`src/rtl/rs_bank_pkg.sv`:
```
// Shared types for the reservation-station bank: operand/tag words, opcodes, CDB and entry records.
// Tag codes TAG_BASE..TAG_BASE+DEPTH-1 must be consecutive; bank tags are formed by plain addition.
package rs_bank_pkg;

  typedef logic [31:0] word32_t;
  typedef logic [4:0]  rs_tag_t;

  localparam rs_tag_t NO_VAL = 5'd0;
  localparam rs_tag_t ALU_1  = 5'd1;

  typedef enum logic [2:0] {
    ALU_ADD, ALU_SUB, ALU_AND, ALU_OR, ALU_XOR, ALU_SLT, ALU_SLTU, ALU_PASS
  } alu_op_t;

  typedef enum logic [1:0] {
    SHIFT_SLL, SHIFT_SRL, SHIFT_SRA, SHIFT_ROT
  } shift_op_t;

  typedef struct packed {
    rs_tag_t tag;
    word32_t val;
  } cdb_t;

  typedef enum logic [1:0] {
    RS_FREE, RS_WAIT, RS_READY, RS_ISSUED
  } rs_entry_state_t;

  typedef struct packed {
    rs_entry_state_t state;
    rs_tag_t         tag1;
    rs_tag_t         tag2;
    word32_t         val1;
    word32_t         val2;
    alu_op_t         alu_op;
    shift_op_t       shift_op;
  } rs_entry_t;

  // An operand wakes up only when it is actually waiting and the bus carries its producer.
  function automatic logic tag_hit(input rs_tag_t tag, input rs_tag_t cdb_tag);
    return (tag != NO_VAL) && (tag == cdb_tag);
  endfunction

endpackage

```
`src/rtl/rs_prio_enc.sv`:
```
// Lowest-index finder: returns the one-hot, the binary index and a found flag for a request vector.
module rs_prio_enc #(
  parameter int N  = 4,
  parameter int IW = (N > 1) ? $clog2(N) : 1
) (
  input  logic [N-1:0]  i_req,
  output logic [N-1:0]  o_onehot,
  output logic [IW-1:0] o_index,
  output logic          o_found
);

  // Scan downward so the lowest set bit is the last one written.
  always_comb begin
    o_index  = '0;
    o_found  = 1'b0;
    o_onehot = '0;
    for (int i = N - 1; i >= 0; i--) begin
      if (i_req[i]) begin
        o_index = IW'(i);
        o_found = 1'b1;
      end
    end
    if (o_found) o_onehot[o_index] = 1'b1;
  end

endmodule

```
`src/rtl/rs_bank.sv`:
```
// Multi-entry reservation station bank for one ALU/shift FU with CDB snooping and in-order-priority dispatch.
// Optional macro RS_CDB_BYPASS_EN: an allocating write also takes operands broadcast on the CDB that cycle.
module rs_bank
  import rs_bank_pkg::*;
#(
  parameter int      DEPTH    = 4,
  parameter rs_tag_t TAG_BASE = ALU_1,
  localparam int     CNT_W    = $clog2(DEPTH + 1),
  localparam int     IDX_W    = $clog2(DEPTH)
) (
  input  logic             clk_i,
  input  logic             reset_ni,
  input  cdb_t             cdb_i,
  input  logic             write_i,
  input  alu_op_t          alu_opcode_i,
  input  shift_op_t        shift_opcode_i,
  input  rs_tag_t          tag1_i,
  input  rs_tag_t          tag2_i,
  input  word32_t          value1_i,
  input  word32_t          value2_i,
  output logic             full_o,
  output rs_tag_t          alloc_tag_o,
  output logic [CNT_W-1:0] count_o,
  output logic             fu_valid_o,
  input  logic             fu_ready_i,
  output alu_op_t          fu_alu_oper_o,
  output shift_op_t        fu_shift_oper_o,
  output word32_t          fu_rs1_val_o,
  output word32_t          fu_rs2_val_o,
  output rs_tag_t          fu_tag_o
);

  rs_entry_t        r_entry [DEPTH];

  logic [DEPTH-1:0] w_free_vec, w_ready_vec, w_free_oh, w_ready_oh;
  logic [DEPTH-1:0] w_cap1, w_cap2, w_done;
  logic [IDX_W-1:0] w_free_idx, w_ready_idx;
  logic             w_any_free, w_any_ready;
  logic             w_alloc, w_dispatch;
  rs_tag_t          w_new_tag1, w_new_tag2;
  word32_t          w_new_val1, w_new_val2;
  logic [CNT_W-1:0] w_count;

  always_comb begin
    w_free_vec  = '0;
    w_ready_vec = '0;
    w_cap1      = '0;
    w_cap2      = '0;
    w_done      = '0;
    for (int i = 0; i < DEPTH; i++) begin
      w_free_vec[i]  = (r_entry[i].state == RS_FREE);
      w_ready_vec[i] = (r_entry[i].state == RS_READY);
      w_cap1[i]      = (r_entry[i].state == RS_WAIT) && tag_hit(r_entry[i].tag1, cdb_i.tag);
      w_cap2[i]      = (r_entry[i].state == RS_WAIT) && tag_hit(r_entry[i].tag2, cdb_i.tag);
      w_done[i]      = (r_entry[i].state == RS_ISSUED) &&
                       (cdb_i.tag == rs_tag_t'(TAG_BASE + rs_tag_t'(i)));
    end
  end

  rs_prio_enc #(.N(DEPTH), .IW(IDX_W)) u_free_sel (
    .i_req    (w_free_vec),
    .o_onehot (w_free_oh),
    .o_index  (w_free_idx),
    .o_found  (w_any_free)
  );

  rs_prio_enc #(.N(DEPTH), .IW(IDX_W)) u_ready_sel (
    .i_req    (w_ready_vec),
    .o_onehot (w_ready_oh),
    .o_index  (w_ready_idx),
    .o_found  (w_any_ready)
  );

  // FU handshake: fu_valid_o marks a stable offer of the lowest READY entry; a transfer
  // happens on any edge where fu_valid_o && fu_ready_i, and the offer may only change
  // while stalled if a lower-index entry turns READY.
  assign w_alloc    = write_i && w_any_free;
  assign w_dispatch = w_any_ready && fu_ready_i;

`ifdef RS_CDB_BYPASS_EN
  always_comb begin
    w_new_tag1 = tag1_i;
    w_new_val1 = value1_i;
    w_new_tag2 = tag2_i;
    w_new_val2 = value2_i;
    if (tag_hit(tag1_i, cdb_i.tag)) begin
      w_new_tag1 = NO_VAL;
      w_new_val1 = cdb_i.val;
    end
    if (tag_hit(tag2_i, cdb_i.tag)) begin
      w_new_tag2 = NO_VAL;
      w_new_val2 = cdb_i.val;
    end
  end
`else
  assign w_new_tag1 = tag1_i;
  assign w_new_val1 = value1_i;
  assign w_new_tag2 = tag2_i;
  assign w_new_val2 = value2_i;
`endif

  always_ff @(posedge clk_i) begin
    if (!reset_ni) begin
      for (int i = 0; i < DEPTH; i++) begin
        r_entry[i] <= '{state: RS_FREE, tag1: NO_VAL, tag2: NO_VAL, val1: '0, val2: '0,
                        alu_op: ALU_ADD, shift_op: SHIFT_SLL};
      end
    end else begin
      for (int i = 0; i < DEPTH; i++) begin
        case (r_entry[i].state)
          RS_FREE: begin
            if (w_alloc && w_free_oh[i]) begin
              r_entry[i].state    <= (w_new_tag1 == NO_VAL && w_new_tag2 == NO_VAL) ?
                                     RS_READY : RS_WAIT;
              r_entry[i].tag1     <= w_new_tag1;
              r_entry[i].tag2     <= w_new_tag2;
              r_entry[i].val1     <= w_new_val1;
              r_entry[i].val2     <= w_new_val2;
              r_entry[i].alu_op   <= alu_opcode_i;
              r_entry[i].shift_op <= shift_opcode_i;
            end
          end
          RS_WAIT: begin
            if (w_cap1[i]) begin
              r_entry[i].tag1 <= NO_VAL;
              r_entry[i].val1 <= cdb_i.val;
            end
            if (w_cap2[i]) begin
              r_entry[i].tag2 <= NO_VAL;
              r_entry[i].val2 <= cdb_i.val;
            end
            if ((w_cap1[i] || r_entry[i].tag1 == NO_VAL) &&
                (w_cap2[i] || r_entry[i].tag2 == NO_VAL)) begin
              r_entry[i].state <= RS_READY;
            end
          end
          RS_READY: begin
            if (w_dispatch && w_ready_oh[i]) r_entry[i].state <= RS_ISSUED;
          end
          RS_ISSUED: begin
            if (w_done[i]) r_entry[i].state <= RS_FREE;
          end
          default: r_entry[i].state <= RS_FREE;
        endcase
      end
    end
  end

  always_comb begin
    w_count = '0;
    for (int i = 0; i < DEPTH; i++) begin
      w_count = w_count + CNT_W'(!w_free_vec[i]);
    end
  end

  assign count_o     = w_count;
  assign full_o      = !w_any_free;
  assign alloc_tag_o = w_any_free ? rs_tag_t'(TAG_BASE + rs_tag_t'(w_free_idx)) : NO_VAL;

  always_comb begin
    fu_valid_o      = w_any_ready;
    fu_alu_oper_o   = ALU_ADD;
    fu_shift_oper_o = SHIFT_SLL;
    fu_rs1_val_o    = '0;
    fu_rs2_val_o    = '0;
    fu_tag_o        = NO_VAL;
    if (w_any_ready) begin
      fu_alu_oper_o   = r_entry[w_ready_idx].alu_op;
      fu_shift_oper_o = r_entry[w_ready_idx].shift_op;
      fu_rs1_val_o    = r_entry[w_ready_idx].val1;
      fu_rs2_val_o    = r_entry[w_ready_idx].val2;
      fu_tag_o        = rs_tag_t'(TAG_BASE + rs_tag_t'(w_ready_idx));
    end
  end

endmodule

```
`config.mk`:
```
export PLATFORM = sky130hd
export DESIGN_NAME = rs_bank
export DESIGN_NICKNAME = d
export VERILOG_FILES = /design/src/rtl/rs_bank_pkg.sv /design/src/rtl/rs_prio_enc.sv /design/src/rtl/rs_bank.sv
export SDC_FILE = /design/constraint.sdc
export NUM_CORES = 1
export LEC_CHECK = 0
export CAP_MARGIN = 20
export CORE_MARGIN = 2
export CORE_UTILIZATION = 40
export DETAILED_ROUTE_END_ITERATION = 8
export DONT_BUFFER_PORTS = 1
export PLACE_DENSITY = 0.62
export SETUP_SLACK_MARGIN = 0.02
export SLEW_MARGIN = 0
export SYNTH_ARGS = -nofsm -noshare
export SYNTH_HDL_FRONTEND = slang
export SYNTH_SLANG_ARGS = --single-unit
```
`constraint.sdc`:
```
create_clock -name clk_i -period 4.4 [get_ports clk_i]
set_clock_uncertainty 0.05 [all_clocks]
set_input_delay 0.22 -clock clk_i [delete_from_list [all_inputs] [get_ports clk_i]]
set_output_delay 0.22 -clock clk_i [all_outputs]
set_load 0.02 [all_outputs]
```
==> results.cfg, run 1 <==
[outcome]
status = finished clean

[drt]
wl_met1_mm = 20.7
ant_nets = 0
first_pass_iters = 5
post_drt_wl_per_cell_um = 27.4
drc_errors = 0
wl_mm = 50.5
highest_layer = met4
route.met2.wl_mm = 25.1
drt_iter0_drc = 1076
avgViaCountPerCell = 6.11
met3_length_mm = 3.63
dr_total_vias = 11265

[global_route]
grt_use_total_pct = 23.9
grt_pass1_wl_mm = 74.4
antenna_found_initial = 1
grt_pass1_vias = 11533
grt_max_degree = 73
grt_overflow = 0

[yosys]
synth_top_area_share_pct = 60.8
yosysMostFrequentCell = edfxtp_1
synth_flop_cell = edfxtp_1
syn_area_um2 = 16000
synth_top_area_cell = edfxtp_1
synthTopCellsByCount = edfxtp_1 (324), a22o_1 (257), o21ai_1 (74), a22oi_1 (70), mux2i_1 (69)
ys.warnings.count = 0
postSynthCellCount = 1206
syn-mean-instance-area_um2 = 13.3
ys_seq_area_share_pct = 60.8
async_reset_ff_share_pct = 0
synth_edf_count = 324
synth_cell_types = 51
ys_ff_latch = 324
netlist_top_cells_area = edfxtp_1 (61%), a22o_1 (14%), mux2i_1 (4.3%)

[floorplanning]
num_io_pins = 204
die-area_um2 = 41600
die_h_um = 204
start_util_pct = 40.4
fp.coreArea_um2 = 39600
row_count = 73
die_w_um = 204

[place]
dp.cells = 1631
portBuffers = 0
dpl_cell_area_um2 = 16400
gp_congestion = 0.823
dp_hpwl_mm = 29.5

[critical_path]
cp.arrival_ns = 3.30
startpoint = r_entry[2][80]
cp_slowest_cell = o21ai_1
critPathKind = register to output pin
worstRegToRegCells = 10
end_kind = output pin
worst-endpoint-required_ns = 4.13
crit_top_cell = nor2b_1
reg2reg_setup_slack_ns = 0.94
critPathLaunchType = register
reg2reg_to = r_entry[2][52]
worstSetupEndpoint = fu_rs1_val_o[31]
worstPathCellList = nor2b_1 -> nor2b_1 -> o21ai_4 -> buf_12 -> mux2i_1 -> o21ai_1
critPathMaxStageDelay_ns = 0.55
rr_startpoint = r_entry[2][80]
worstPathMaxFanout = 48

[power]
pwr-share-comb_pct = 13.3
switching_power_mw = 2.03
p_leak_nw = 7.21
pwr-share-seq_pct = 47.3
p_clk_share_pct = 39.4
p_per_area_nw_per_um2 = 410
internal_power_mw = 5.79
irDropWorstVdd_mv = 0.252
swShare_pct = 25.9

[timing]
worstMarginPinSlew_ns = 1.08
max_freq_ghz = 0.280
fin_setup_tns_ns = 0
period_needed_ns = 3.57
hold_violations = 0
post-route-period-util_pct = 81.2
finalSetupViolations = 0
slew_headroom_pct = 27.9
maxSlewViolCount = 0
rsz0062_at_grt = false

[final_layout]
top_regs = r_entry (324)
fillers = 3498
design_area_um2 = 19100
ff_latch_area_um2 = 9730
largest_register_ffs = 324
multi_input_area_um2 = 5680
top_register = r_entry
drive_gt1_share_pct = 8.88
nets = 1420
fin_cells = 1845
syn_to_final_growth_pct = 19.2

[clocking]
path_clk_slew_ns = 0.06
cts.repair.resized = 0
cts_tree = done
clockBufferDepth = 3
cts_buffers = 37
cts_root_buf = clkbuf_16
cts.sinks = 324
worstSkewPairLatency_ns = 0.52
htree_levels = 2

[worst_hold_path]
hp-class = primary input to register

[flow_run]
drv_cap = 0
[power by group through the flow]
stage	Sequential, mW	Combinational, mW	Clock (mW)
global placement	3.75	0.877	0
detailed placement	3.76	0.890	0
global route	3.72	1.11	3.24
finish	3.70	1.04	3.08
floorplan	3.75	0.670	0
CTS	3.70	1.05	3.13
[cell families after synthesis]
| group | Yosys count | share of synthesized area (%) |
|---|---|---|
| AO/OA/AOI/OAI | 428 | 20.8 |
| XOR/XNOR | 38 | 2.08 |
| AND/OR/NAND/NOR | 184 | 6.65 |
| multiplexers | 69 | 4.31 |
| adder cells (fa/ha/maj) | 8 | 0.672 |
| flip-flops | 324 | 60.8 |
| buffers and inverters | 154 | 4.67 |
| other | 1 | 0.0234 |
[worst min-delay path by stage]
| stage | startpoint | slack (ns) | cells after the start | end |
|---|---|---|---|---|
| 4_1_cts | tag2_i[2] | 0.04 | 3 | r_entry[2][79] |
| 5_1_grt | tag2_i[2] | 0.07 | 3 | r_entry[3][79] |
| 2_1_floorplan | shift_opcode_i[0] | 0.37 | 1 | r_entry[0][0] |
| 3_5_place_dp | shift_opcode_i[0] | 0.37 | 1 | r_entry[1][0] |
| 3_3_place_gp | alu_opcode_i[0] | 0.37 | 1 | r_entry[1][2] |
| 6_report | tag2_i[2] | 0.06 | 3 | r_entry[2][79] |
[critical path: cells and delay by family (launching register included)]
kind                   cells  cell delay [ns]
buffers and inverters      1             0.42
and+or+nand+nor            2             0.61
muxes                      1             0.14
DFF                        1             0.51
AOI/OAI and AO/OA          2             1.08
[cells in the final DEF (no fill, tap or decap), types with 8 or more instances in the layout]
cell type	instances
xor2_1	12
dlygate4sd3_1	147
inv_1	14
o21ai_1	71
a22oi_1	70
clkbuf_16	37
buf_4	27
edfxtp_1	324
xnor2_1	26
a22o_1	257
mux2i_1	69
clkbuf_1	8
nor3_1	13
and2_1	65
nor2_1	22
nand2_1	28
[metal layers]
metal	track usage (%)	up-vias
met5	0	-
met4	6.99	0
met3	4.45	87
met2	40.9	481
met1	31.0	5771
li1	-	4926
[per-stage QoR]
step | worst slack (ns) | total power, mW | util (%) | hold slack (ns)
floorplan | 0.356 | 4.42 | - | 0.368
global placement | 1.39 | 4.63 | 41.4 | 0.369
detailed placement | 1.34 | 4.65 | 41.4 | 0.372
CTS | 0.771 | 7.88 | 48.1 | 0.0410
global route | 0.664 | 8.07 | 48.1 | 0.0707
finish | 0.825 | 7.82 | 48.1 | 0.0634
[area by class of cell]
class                      instances  share of cell area (%)
sequential                       324                    51.0
multi-input combinational        731                    29.8
timing repair buffer             178                    9.17
clock buffer                      45                    5.01
tap                              525                    3.44
clock inverter                    20                    1.22
inverter                          20                   0.393
antenna                            2                  0.0262
[repair_timing]
item | 4_1_cts | 5_1_grt
endpoints found under the hold margin | 330 | 0
buffers inserted | 0 | 0
hold buffers | 147 | 0
Note: power is estimated with default switching activity, not from simulation.
==> inputs of run 2 (changes only) <==
--- a/config.mk
+++ b/config.mk
@@ -10,7 +10,7 @@
 export CORE_UTILIZATION = 40
 export DETAILED_ROUTE_END_ITERATION = 8
 export DONT_BUFFER_PORTS = 1
-export PLACE_DENSITY = 0.62
+export PLACE_DENSITY = 0.6
 export SETUP_SLACK_MARGIN = 0.02
 export SLEW_MARGIN = 0
 export SYNTH_ARGS = -nofsm -noshare
==> constraint.sdc (replaced) <==
create_clock -name clk_i -period 3.3 [get_ports clk_i]
set_clock_uncertainty 0.05 [all_clocks]
set_input_delay 0.165 -clock clk_i [delete_from_list [all_inputs] [get_ports clk_i]]
set_output_delay 0.165 -clock clk_i [all_outputs]
set_load 0.02 [all_outputs]
==> run 2 against run 1 <==
Compared with the run above: first-iteration DRC count down 2.2%; die area stayed put; via count down 0.85%; largest cell class unchanged; core utilization is 0.36 points higher; highest routed layer is now met5; global-route usage is 0.27 points lower; register-to-register slack got worse by 0.66 ns.
==> results.cfg, run 2 (synthesis gave the netlist of run 1 again) <==
[critical_path]
rr_startpoint = r_entry[2][79]
worst-endpoint-required_ns = 3.08
worstPathMaxFanout = 56
critPathKind = register to output pin
critPathLaunchType = register
end_kind = output pin
cp.arrival_ns = 2.94
startpoint = r_entry[2][80]

[drt]
drc_errors = 0
wl_met1_mm = 20.7
highest_layer = met5
post_drt_wl_per_cell_um = 26.8
dr_total_vias = 11169
first_pass_iters = 5
route.met2.wl_mm = 24.0
met3_length_mm = 3.55
drt_iter0_drc = 1052
wl_mm = 49.7
ant_nets = 0
avgViaCountPerCell = 6.02

[clocking]
cts_root_buf = clkbuf_16
cts_buffers = 37
clockBufferDepth = 3
cts_tree = done
htree_levels = 2
post_cts_buffers = 0
path_clk_slew_ns = 0.06
worstSkewPairLatency_ns = 0.53
cts.sinks = 324

[global_route]
grt_max_degree = 73
grt_pass1_vias = 11281
grt_overflow = 0
grt_pass1_wl_mm = 73.1
antenna_found_initial = 4
grt_use_total_pct = 23.6

[floorplanning]
die_h_um = 204
start_util_pct = 40.4
die-area_um2 = 41600
num_io_pins = 204
fp.coreArea_um2 = 39600
row_count = 73
die_w_um = 204

[place]
gp_congestion = 0.880
dp_hpwl_mm = 30.1
dp.cells = 1641
portBuffers = 0

[final_layout]
layout_commonest_cell = edfxtp_1
largest_register_ffs = 324
top_regs = r_entry (324)
layout_common_cells = edfxtp_1 (324), a22o_1 (257), dlygate4sd3_1 (147)
top_register = r_entry
drive_gt1_share_pct = 9.71
nets = 1430
fin_cells = 1856
syn_to_final_growth_pct = 20.1

[timing]
post-route-period-util_pct = 95.6
fin_setup_tns_ns = 0
max_freq_ghz = 0.317
finalSetupViolations = 0
period_needed_ns = 3.15
rsz0062_at_grt = false
maxSlewViolCount = 0
hold_violations = 0
worstMarginPinSlew_ns = 1.11
slew_headroom_pct = 26.1

[power]
p_leak_nw = 7.29
p_per_area_nw_per_um2 = 541
irDropWorstVdd_mv = 0.296

[outcome]
status = finished clean

[worst_hold_path]
worstHoldStart = reset_ni
hp-class = primary input to register

[flow_run]
drv_cap = 0
[run 2: changes by cell type in the layout (fill, tap and decap cells not counted), sizes merged]
| cell | change |
|---|---|
| buf | +10 |
| clkinv | +7 |
| clkbuf | -3 |
| inv | -2 |
| bufinv | -1 |
[run 2: area by class of cell]
type                    instances  area (µm²)
fillers                      3459       20400
flip-flops and latches        324        9730
multi-input cells             731        5690
repair buffers                188        1880
clock buffers                  42         966
well taps                     525         657
clock inverters                24         221
inverters                      20        75.1
diodes                          2        5.00
[run 2: final timing paths]
check | endpoint | slack, ns | cells past startpoint
hold reg to reg | r_entry[1][80] | 0.81 | 3
setup reg to reg | r_entry[1][64] | 0.28 | 11
hold / removal | r_entry[2][68] | 0.04 | 1
setup / recovery | fu_rs1_val_o[18] | 0.15 | 7
[run 2: power by group]
part	internal, mW	switching [mW]	total [mW]
sequential	4.84	0.0900	4.93
combinational	0.453	0.966	1.42
clock	2.41	1.64	4.05
total	7.70	2.70	10.4
[run 2: timing repair]
action / CTS / global route
hold endpoints to repair: 327 / 0
setup endpoints to repair: 0 / 5
gates resized for setup: 0 / 2
hold buffers: 147 / 0
[run 2: critical path, stage by stage (launching register included)]
cell and delay, ns:
edfxtp_1 0.35, buf_4 0.16, nor2b_1 0.40, nor2b_1 0.14, o21ai_4 0.23, buf_12 0.40, mux2i_1 0.14, o21ai_1 0.55
[run 2: stage by stage]
stage | worst slack [ns] | total power [mW] | utilization [%] | cell area (µm²) | hold slack [ns]
after floorplan | 0.0901 | 5.89 | - | 16000 | 0.313
after global placement | 0.472 | 6.19 | 41.8 | 16600 | 0.314
after detailed placement | 0.390 | 6.21 | 41.8 | 16600 | 0.317
after CTS | 0.109 | 10.5 | 48.5 | 19200 | 0.0126
after global routing | 0.0529 | 10.7 | 48.5 | 19200 | 0.0335
final | 0.147 | 10.4 | 48.5 | 19200 | 0.0438
[run 2: routing by layer]
metal	track usage, %	vias to the layer above
li1	-	4953
met1	30.6	5699
met2	39.2	428
met3	4.86	85
met4	8.72	4
met5	0	-
